$ cat config.mk
export PLATFORM = sky130hd
export DESIGN_NAME = cell_test_sequencer_flat
export DESIGN_NICKNAME = d
export VERILOG_FILES = /design/src/rtl/cell_test_pkg.sv /design/src/rtl/cell_test_sequencer_if.sv /design/src/rtl/target_sync.sv /design/src/rtl/cell_test_sequencer.sv /design/src/flat_wrapper.sv
export SDC_FILE = /design/constraint.sdc
export NUM_CORES = 1
export LEC_CHECK = 0
export CORE_MARGIN = 1.5
export CORE_UTILIZATION = 50
export CTS_BUF_LIST = sky130_fd_sc_hd__clkbuf_8
export DETAILED_ROUTE_END_ITERATION = 10
export GPL_TIMING_DRIVEN = 0
export PLACE_DENSITY = 0.86
export SYNTH_ARGS = -nofsm -noshare
export SYNTH_HDL_FRONTEND = slang
export SYNTH_SLANG_ARGS = --single-unit
export TNS_END_PERCENT = 5
$ cat constraint.sdc
create_clock -name clk -period 6.35 [get_ports clk]
set_input_delay 1.27 -clock clk [delete_from_list [all_inputs] [get_ports clk]]
set_output_delay 1.27 -clock clk [all_outputs]
set_load 0.05 [all_outputs]
$ cat src/rtl/cell_test_pkg.sv
// cell_test_pkg: state encoding, mode constants, default sizing and a max helper for the cell test sequencer
package cell_test_pkg;
  typedef enum logic [2:0] {IDLE, SETUP, PULSE_HI, PULSE_LO, GATE, SETTLE, RESP} state_e;
  localparam logic MODE_MANUAL = 1'b0;
  localparam logic MODE_BURST = 1'b1;
  localparam int IN_W_DEF = 8;
  localparam int OUT_W_DEF = 8;
  localparam int SETUP_CYC_DEF = 2;
  localparam int PULSE_CYC_DEF = 2;
  localparam int SETTLE_CYC_DEF = 4;
  function automatic int max3(int a, int b, int c);
    return (a > b ? a : b) > c ? (a > b ? a : b) : c;
  endfunction
endpackage

$ cat src/rtl/cell_test_sequencer_if.sv
// cell_test_sequencer_if: cmd/rsp handshakes, tester pins and busy; master = host+tester side, slave = sequencer
interface cell_test_sequencer_if import cell_test_pkg::*; #(
  parameter int IN_W = IN_W_DEF,
  parameter int OUT_W = OUT_W_DEF
);
  logic cmd_valid;
  logic cmd_ready;
  logic cmd_mode;
  logic [2:0] cmd_div;
  logic [IN_W-1:0] cmd_vector;
  logic [7:0] cmd_steps;
  logic tst_mode;
  logic tst_trigger;
  logic [2:0] tst_div;
  logic [IN_W-1:0] tst_source;
  logic [OUT_W-1:0] tst_target;
  logic rsp_valid;
  logic rsp_ready;
  logic [OUT_W-1:0] rsp_data;
  logic [7:0] rsp_steps;
  logic busy;
  modport master (
    output cmd_valid, cmd_mode, cmd_div, cmd_vector, cmd_steps, tst_target, rsp_ready,
    input cmd_ready, tst_mode, tst_trigger, tst_div, tst_source, rsp_valid, rsp_data, rsp_steps, busy
  );
  modport slave (
    input cmd_valid, cmd_mode, cmd_div, cmd_vector, cmd_steps, tst_target, rsp_ready,
    output cmd_ready, tst_mode, tst_trigger, tst_div, tst_source, rsp_valid, rsp_data, rsp_steps, busy
  );
endinterface

$ cat src/rtl/target_sync.sv
// target_sync: W-wide two-flop synchronizer for the asynchronous tester target bus (clk, rst, d_i -> q_o)
module target_sync #(
  parameter int W = 8
) (
  input  logic         clk,
  input  logic         rst,
  input  logic [W-1:0] d_i,
  output logic [W-1:0] q_o
);
  logic [W-1:0] meta_q;
  always_ff @(posedge clk) begin
    if (rst) begin
      meta_q <= '0;
      q_o <= '0;
    end else begin
      meta_q <= d_i;
      q_o <= meta_q;
    end
  end
endmodule

$ cat src/rtl/cell_test_sequencer.sv
// cell_test_sequencer: runs one cell-tester test per command (clk, rst; bus: cmd in, tester pins out, target in, rsp out, busy)
module cell_test_sequencer import cell_test_pkg::*; #(
  parameter int IN_W = IN_W_DEF,
  parameter int OUT_W = OUT_W_DEF,
  parameter int SETUP_CYC = SETUP_CYC_DEF,
  parameter int PULSE_CYC = PULSE_CYC_DEF,
  parameter int SETTLE_CYC = SETTLE_CYC_DEF
) (
  input logic clk,
  input logic rst,
  cell_test_sequencer_if.slave bus
);
  localparam int PH_W = $clog2(max3(SETUP_CYC, PULSE_CYC, SETTLE_CYC) + 1);
  state_e st_q, st_d;
  logic [PH_W-1:0] ph_q, ph_d, ph_last;
  logic [7:0] cnt_q, cnt_d, steps_q, rsp_steps_q;
  logic [2:0] div_q;
  logic [IN_W-1:0] vec_q;
  logic [OUT_W-1:0] sync_q, data_q;
  logic mode_q, trig_q, trig_d, accept, ph_end;
  target_sync #(.W(OUT_W)) u_sync (
    .clk(clk),
    .rst(rst),
    .d_i(bus.tst_target),
    .q_o(sync_q)
  );
  always_ff @(posedge clk) begin
    if (rst) begin
      st_q <= IDLE;
      ph_q <= '0;
      cnt_q <= '0;
      trig_q <= 1'b0;
      mode_q <= 1'b0;
      div_q <= '0;
      vec_q <= '0;
      steps_q <= '0;
      data_q <= '0;
      rsp_steps_q <= '0;
    end else begin
      st_q <= st_d;
      ph_q <= ph_d;
      cnt_q <= cnt_d;
      trig_q <= trig_d;
      if (accept) begin
        mode_q <= bus.cmd_mode;
        div_q <= bus.cmd_div;
        vec_q <= bus.cmd_vector;
        steps_q <= bus.cmd_steps;
      end
      if (st_q == SETTLE && ph_end) begin
        data_q <= sync_q;
        rsp_steps_q <= cnt_q;
      end
    end
  end
  always_comb begin
    accept = bus.cmd_valid && st_q == IDLE;
    ph_last = st_q == SETUP ? PH_W'(SETUP_CYC - 1) : st_q == SETTLE ? PH_W'(SETTLE_CYC - 1) : PH_W'(PULSE_CYC - 1);
    ph_end = ph_q == ph_last;
    st_d = st_q;
    case (st_q)
      IDLE:     st_d = bus.cmd_valid ? SETUP : IDLE;
      SETUP:    st_d = !ph_end ? SETUP : steps_q == 8'd0 ? SETTLE : mode_q == MODE_MANUAL ? PULSE_HI : GATE;
      PULSE_HI: st_d = ph_end ? PULSE_LO : PULSE_HI;
      PULSE_LO: st_d = !ph_end ? PULSE_LO : cnt_q < steps_q ? PULSE_HI : SETTLE;
      GATE:     st_d = cnt_q == steps_q ? SETTLE : GATE;
      SETTLE:   st_d = ph_end ? RESP : SETTLE;
      RESP:     st_d = bus.rsp_ready ? IDLE : RESP;
      default:  st_d = IDLE;
    endcase
    ph_d = st_d != st_q ? '0 : ph_q + PH_W'(1);
    cnt_d = accept ? 8'd0 : (st_d == GATE || (st_d == PULSE_HI && st_q != PULSE_HI)) ? cnt_q + 8'd1 : cnt_q;
    trig_d = st_d == PULSE_HI || st_d == GATE;
  end
  always_comb begin
    bus.cmd_ready = st_q == IDLE;
    bus.busy = st_q != IDLE;
    bus.rsp_valid = st_q == RESP;
    bus.rsp_data = data_q;
    bus.rsp_steps = rsp_steps_q;
    bus.tst_trigger = trig_q;
    bus.tst_mode = mode_q;
    bus.tst_div = div_q;
    bus.tst_source = vec_q;
  end
endmodule

$ cat src/flat_wrapper.sv
// flat-port wrapper written by rule: the top's interface ports become plain ports
module cell_test_sequencer_flat import cell_test_pkg::*;
#(
  parameter int IN_W = IN_W_DEF,
  parameter int OUT_W = OUT_W_DEF,
  parameter int SETUP_CYC = SETUP_CYC_DEF,
  parameter int PULSE_CYC = PULSE_CYC_DEF,
  parameter int SETTLE_CYC = SETTLE_CYC_DEF
)
  (clk, rst, bus_cmd_valid, bus_cmd_mode, bus_cmd_div, bus_cmd_vector, bus_cmd_steps, bus_tst_target, bus_rsp_ready, bus_cmd_ready, bus_tst_mode, bus_tst_trigger, bus_tst_div, bus_tst_source, bus_rsp_valid, bus_rsp_data, bus_rsp_steps, bus_busy);
  cell_test_sequencer_if #(.IN_W(IN_W), .OUT_W(OUT_W)) bus_i ();
  input logic clk;
  input logic rst;
  input wire logic [$bits(bus_i.cmd_valid)-1:0] bus_cmd_valid;
  input wire logic [$bits(bus_i.cmd_mode)-1:0] bus_cmd_mode;
  input wire logic [$bits(bus_i.cmd_div)-1:0] bus_cmd_div;
  input wire logic [$bits(bus_i.cmd_vector)-1:0] bus_cmd_vector;
  input wire logic [$bits(bus_i.cmd_steps)-1:0] bus_cmd_steps;
  input wire logic [$bits(bus_i.tst_target)-1:0] bus_tst_target;
  input wire logic [$bits(bus_i.rsp_ready)-1:0] bus_rsp_ready;
  output wire logic [$bits(bus_i.cmd_ready)-1:0] bus_cmd_ready;
  output wire logic [$bits(bus_i.tst_mode)-1:0] bus_tst_mode;
  output wire logic [$bits(bus_i.tst_trigger)-1:0] bus_tst_trigger;
  output wire logic [$bits(bus_i.tst_div)-1:0] bus_tst_div;
  output wire logic [$bits(bus_i.tst_source)-1:0] bus_tst_source;
  output wire logic [$bits(bus_i.rsp_valid)-1:0] bus_rsp_valid;
  output wire logic [$bits(bus_i.rsp_data)-1:0] bus_rsp_data;
  output wire logic [$bits(bus_i.rsp_steps)-1:0] bus_rsp_steps;
  output wire logic [$bits(bus_i.busy)-1:0] bus_busy;
  assign bus_i.cmd_valid = bus_cmd_valid;
  assign bus_i.cmd_mode = bus_cmd_mode;
  assign bus_i.cmd_div = bus_cmd_div;
  assign bus_i.cmd_vector = bus_cmd_vector;
  assign bus_i.cmd_steps = bus_cmd_steps;
  assign bus_i.tst_target = bus_tst_target;
  assign bus_i.rsp_ready = bus_rsp_ready;
  assign bus_cmd_ready = bus_i.cmd_ready;
  assign bus_tst_mode = bus_i.tst_mode;
  assign bus_tst_trigger = bus_i.tst_trigger;
  assign bus_tst_div = bus_i.tst_div;
  assign bus_tst_source = bus_i.tst_source;
  assign bus_rsp_valid = bus_i.rsp_valid;
  assign bus_rsp_data = bus_i.rsp_data;
  assign bus_rsp_steps = bus_i.rsp_steps;
  assign bus_busy = bus_i.busy;
  cell_test_sequencer #(.IN_W(IN_W), .OUT_W(OUT_W), .SETUP_CYC(SETUP_CYC), .PULSE_CYC(PULSE_CYC), .SETTLE_CYC(SETTLE_CYC)) u_core (.clk(clk), .rst(rst), .bus(bus_i));
endmodule
* Yosys cells after proc, flatten, opt, wreduce, memory -nomap -nowiden
Index checks and enable logic that the tools add are counted.
** Cells by class
- Muxes and demuxes :: 13
- Reductions and logical operators :: 10
- Eq/ne operators :: 12
- $add $sub $neg :: 2
- $lt $le $gt $ge :: 1
** Operator list (count)
- $mux 3 :: 7
- $pmux 3 s7 :: 1
- $eq 3x3->1 const B :: 4
- $eq 3x2->1 const B :: 3
- $add 8x1->8 const B :: 1
- $eq 8x8->1 :: 1
- $logic_not 8->1 :: 1
- $lt 8x8->1 :: 1
- $mux 2 :: 2
- $reduce_or 2->1 :: 2
- $add 3x1->3 const B :: 1
- $eq 3x1->1 const B :: 1
- $eq 3x3->1 :: 1
- $logic_and 1x1->1 :: 3
- $logic_not 3->1 :: 1
- $mux 1 :: 3
- $ne 3x2->1 const B :: 1
- $ne 3x3->1 :: 1
- $reduce_bool 3->1 :: 1
- $logic_or 1x1->1 :: 2
** Storage, ports and cells
- Word-level logic and storage cells :: 50
- Input port bits :: 32
- Bits in registers :: 67

* Longest topological paths before layout
- Depth in word-level cells :: 9
- Depth in mapped cells :: 11
- Depth with buffers taken out :: 10

* By module
From an unflattened synthesis, not the netlist that was laid out.
** Second synthesis, totals
- Cell total of the unflattened synthesis :: 329
- Area, all modules :: 2846.5 µm²
** Modules (own cells, without submodules)
- cell_test_sequencer :: area an instance 2382.3 µm², seq. area each 1021.0 µm², instances 1, cells an instance 296
- target_sync :: area an instance 464.2 µm², seq. area each 320.3 µm², instances 1, cells an instance 33

* Worst setup path before layout
No wires, ideal clock.
- Path kind :: reg2out
- Start :: register u_core.st_q[1]
- End :: output port bus_busy
- Slack :: 2.655 ns
- Required time :: 5.080 ns
- Arrival :: 2.425 ns
- Path buffers :: 2
- Cell stages (with the launch flop) :: 5
- Cells stage by stage :: dfxtp_1 > buf_4 > buf_2 > nor3_1 > inv_1
** Between the ends
- Word-level cells in the longest chain between the ends :: 1
** RTL lines
- start, declared :: RTL line cell_test_sequencer.sv:14 : state_e st_q, st_d;
- start signal, assigned :: RTL line cell_test_sequencer.sv:40 : st_q <= st_d;
- $reduce_bool 3->1 :: RTL line cell_test_sequencer.sv:77 : bus.busy = st_q != IDLE;
- end, declared :: RTL line flat_wrapper.sv:29 : output wire logic [$bits(bus_i.busy)-1:0] bus_busy;
Every way passes these cells.

* Worst setup path in the final report
- Start :: register u_core.st_q[1]
- End :: output port bus_cmd_ready
** Between the ends
- Word-level cells in the longest chain between the ends :: 1
** RTL lines
- $logic_not 3->1 :: RTL line cell_test_sequencer.sv:76 : bus.cmd_ready = st_q == IDLE;
- end, declared :: RTL line flat_wrapper.sv:21 : output wire logic [$bits(bus_i.cmd_ready)-1:0] bus_cmd_ready;
Every way passes these cells.

==> summary.md <==
| Metric | Value |
|---|---|
| Status | completed |
| WP buf/inv | 3 |
| Vias | 2537 |
| # IOs | 64 |
| Syn Inst Count | 339 |
| Cell total after placement | 474 |
| Total CTS buffers | 9 |
| Core footprint | 0.00554 mm^2 |
| Seq/Total Area, Yosys | 0.467 |
| Crit path max-delay cell type | clkdlybuf4s50_1 |
| Vias in the first global route | 2361 |
| Critical path arrival | 2.28 ns |
| PortBufs | 63 |
| DR pass1 iterations | 4 |
| Post_cts resized | 0 |
| GPL Wtd Cong | 0.858 |
| Nets | 455 |
| Clk Tree Root Cell | clkbuf_8 |
| Switching Share | 0.350 |
| Via-per-instance ratio | 5.18 |
| Post-Syn Nets | 381 |
| Hold Crit Class | flop to flop |
| Yosys cell types | 44 |
| First-pass GRT wire length | 10400 um |
| # clock sinks | 67 |
| Die area | 0.00621 mm^2 |
| Final ANT Viol Nets | 0 |
| VDD IR max | 0.175 mV |
| Post-synth top area share | 0.467 |
| Fill cell count | 451 |
| WL final | 6210 um |
| Largest net degree at the start of global routing | 14 |
| Most used DFF post-synth | dfxtp_1 |
| Reg power frac | 0.400 |
| Row count | 27 |
| CP max stage delay | 0.89 ns |
| Final setup viols | 0 |
| Worst-path cell chain | buf_4, buf_2, nor3_1, clkdlybuf4s50_1 |
| RSZ-0062 raised after global routing | false |
| Tmin final | 3.55 ns |
| Power Density | 314 mW/mm^2 |
| Layout cell share with drive strength beyond 1 | 0.0837 |
| Initial core utilization | 0.518 |
| Final Hold Viols | 0 |
| Critical Path RT | 5.08 ns |
| Mapped cell area | 0.00287 mm^2 |
| Crit end category | primary output |
| Worst-Skew Late Latency | 0.35 ns |
| Internal | 0.775 mW |
| CP delay by family, top | buffers and inverters |
| Startpoint types | flop |
| Synth Area per Inst | 8.47 um^2 |
| CTS tree | done |
| Rel. slew slack | 0.633 |
| Reg clk slew, reported paths | 0.08 ns |
| Final slew viol count | 0 |
| Crit share post-route | 0.559 |
| Drt initial violations | 193 |
| Final non-filler cell total | 490 |
| Die H | 78.8 um |
| Post-synth EDFFs | 0 |
| Clock Path Buffers | 2 |
| N_diodes | 0 |
| Commonest non-fill, non-tap cell in the layout | nand2_1 |
| All-layer global routing usage | 0.215 |
| # DRC | 0 |
| Area growth, synth to finish | 32.1% |
| Reg2Reg Setup Slack | 3.43 ns |
| Leak | 1.36 nW |
| Post-cts hold buffer count | 0 |
| Horiz. Die Dim | 78.8 um |
| Fin util | 0.685 |
| Post-CTS Repair Setup Buffers | 0 |
| Async SR Flop Fraction | 0 |
| Area contributors post-synth | dfxtp_1 47%, nand2_1 12%, a21oi_1 8.2% |
| Combinational share of power | 0.302 |
| Setup TNS | 0 ns |
| Critical Setup Path Class | flop to primary output |
| Commonest cells after routing, fill and taps aside | 88 x nand2_1, 67 x dfxtp_1, 63 x clkdlybuf4s50_1, 47 x a21oi_1, 18 x nor2b_1 |
| Initial antenna violation count | 0 |
| Total gr overflow | 0 |
| Synth warnings | 0 |
| Worst-Margin Slew | 0.551 ns |
| Post-DP HPWL | 4550 um |
| Fmax | 282 MHz |
| Synth Register Bits | 67 |
| Average wire per standard cell | 12.7 um |
| Worst clock skew | 0.00650 ns |
| CTS H-Tree Depth | 3 |
| Synth area leader | dfxtp_1 |
| Net load switching power | 0.418 mW |
| CP Max Fanout | 10 |
| Part of the power in the clock network | 0.298 |
| Maxcap violations | 0 |
## power by group through the flow
| stage | Combinational, mW | Sequential [mW] | Clock, mW |
|---|---|---|---|
| 2_1_floorplan | 0.225 | 0.517 | 0 |
| 3_3_place_gp | 0.351 | 0.485 | 0 |
| 3_5_place_dp | 0.359 | 0.486 | 0 |
| 4_1_cts | 0.360 | 0.477 | 0.363 |
| 5_1_grt | 0.393 | 0.481 | 0.382 |
| 6_report | 0.360 | 0.477 | 0.355 |
## state kept, by name (all words and copies together) (netlist names), 3 cells and up
| register | cells |
|---|---|
| u_core.bus.rsp_data | 8 |
| u_core.bus.rsp_steps | 8 |
| u_core.bus.tst_div | 3 |
| u_core.bus.tst_source | 8 |
| u_core.cnt_q | 8 |
| u_core.ph_q | 3 |
| u_core.st_q | 3 |
| u_core.steps_q | 8 |
| u_core.u_sync.meta_q | 8 |
| u_core.u_sync.q_o | 8 |
## synth_stat cells (3+ instances only)
cell type and instances:
and2_1 3, xnor2_1 4, buf_2 3, clkbuf_1 10, a21oi_1 47, o21ai_1 4
inv_1 10, or4_1 6, mux2i_1 3, nand3_1 6, or3_1 4, dfxtp_1 67
nor3_1 5, ha_1 10, nor2b_1 18, nand4_1 4, o31ai_1 4, nand2_1 88
nor2_1 10
## worst register-to-register path, stage by stage (launching register included)
cell and delay, ns:
dfxtp_1 0.46, ha_1 0.30, nor2b_1 0.14, o21bai_1 0.16
a21oi_1 0.12, o31a_1 0.32, nor4_4 0.46, nand2_2 0.12
buf_6 0.17, or4_1 0.47, a21oi_1 0.14
## final timing paths
kind	cells past startpoint	endpoint	from
worst max-delay path	4	bus_cmd_ready	u_core.st_q[1]
worst min-delay path	2	u_core.bus.rsp_data[0]	u_core.u_sync.q_o[0]
worst max register to register	10	u_core.cnt_q[6]	u_core.cnt_q[1]
worst min register to register	2	u_core.bus.rsp_data[0]	u_core.u_sync.q_o[0]
## layout make-up
class / count / area [um^2] / share of cell area
well taps: 72 / 90.1 / 0.0238
flip-flops and latches: 67 / 1340 / 0.354
repair buffers: 63 / 631 / 0.166
clock buffers: 9 / 124 / 0.0327
plain buffers: 18 / 90.1 / 0.0238
inverters: 10 / 37.5 / 0.00990
clock inverters: 7 / 76.3 / 0.0201
multi-input cells: 244 / 1400 / 0.370
## kinds of logic after synthesis
logic type      synth area share
xor+xnor                  0.0179
fa+ha+maj                 0.0436
compound gates             0.130
simple gates               0.287
buf+inv                   0.0444
mux                       0.0105
flops                      0.467
## through the flow
| step | hold WS, ns | total power, mW | setup WS (ns) | area, um^2 |
|---|---|---|---|---|
| 2_1_floorplan | 0.414 | 0.742 | 2.65 | 2870 |
| 3_3_place_gp | 0.419 | 0.835 | 2.73 | 3590 |
| 3_5_place_dp | 0.424 | 0.845 | 2.72 | 3590 |
| 4_1_cts | 0.439 | 1.20 | 2.78 | 3790 |
| 5_1_grt | 0.444 | 1.26 | 2.66 | 3790 |
| 6_report | 0.436 | 1.19 | 2.80 | 3790 |
## routing by layer
layer  vias up  wire [um]  track usage
met5         -          0            0
met4         0        112       0.0893
met3        10        363       0.0575
met2        73       2930        0.347
met1      1161       2810        0.272
li1       1293          -            -
No activity file was read; power rests on OpenSTA's default activity.
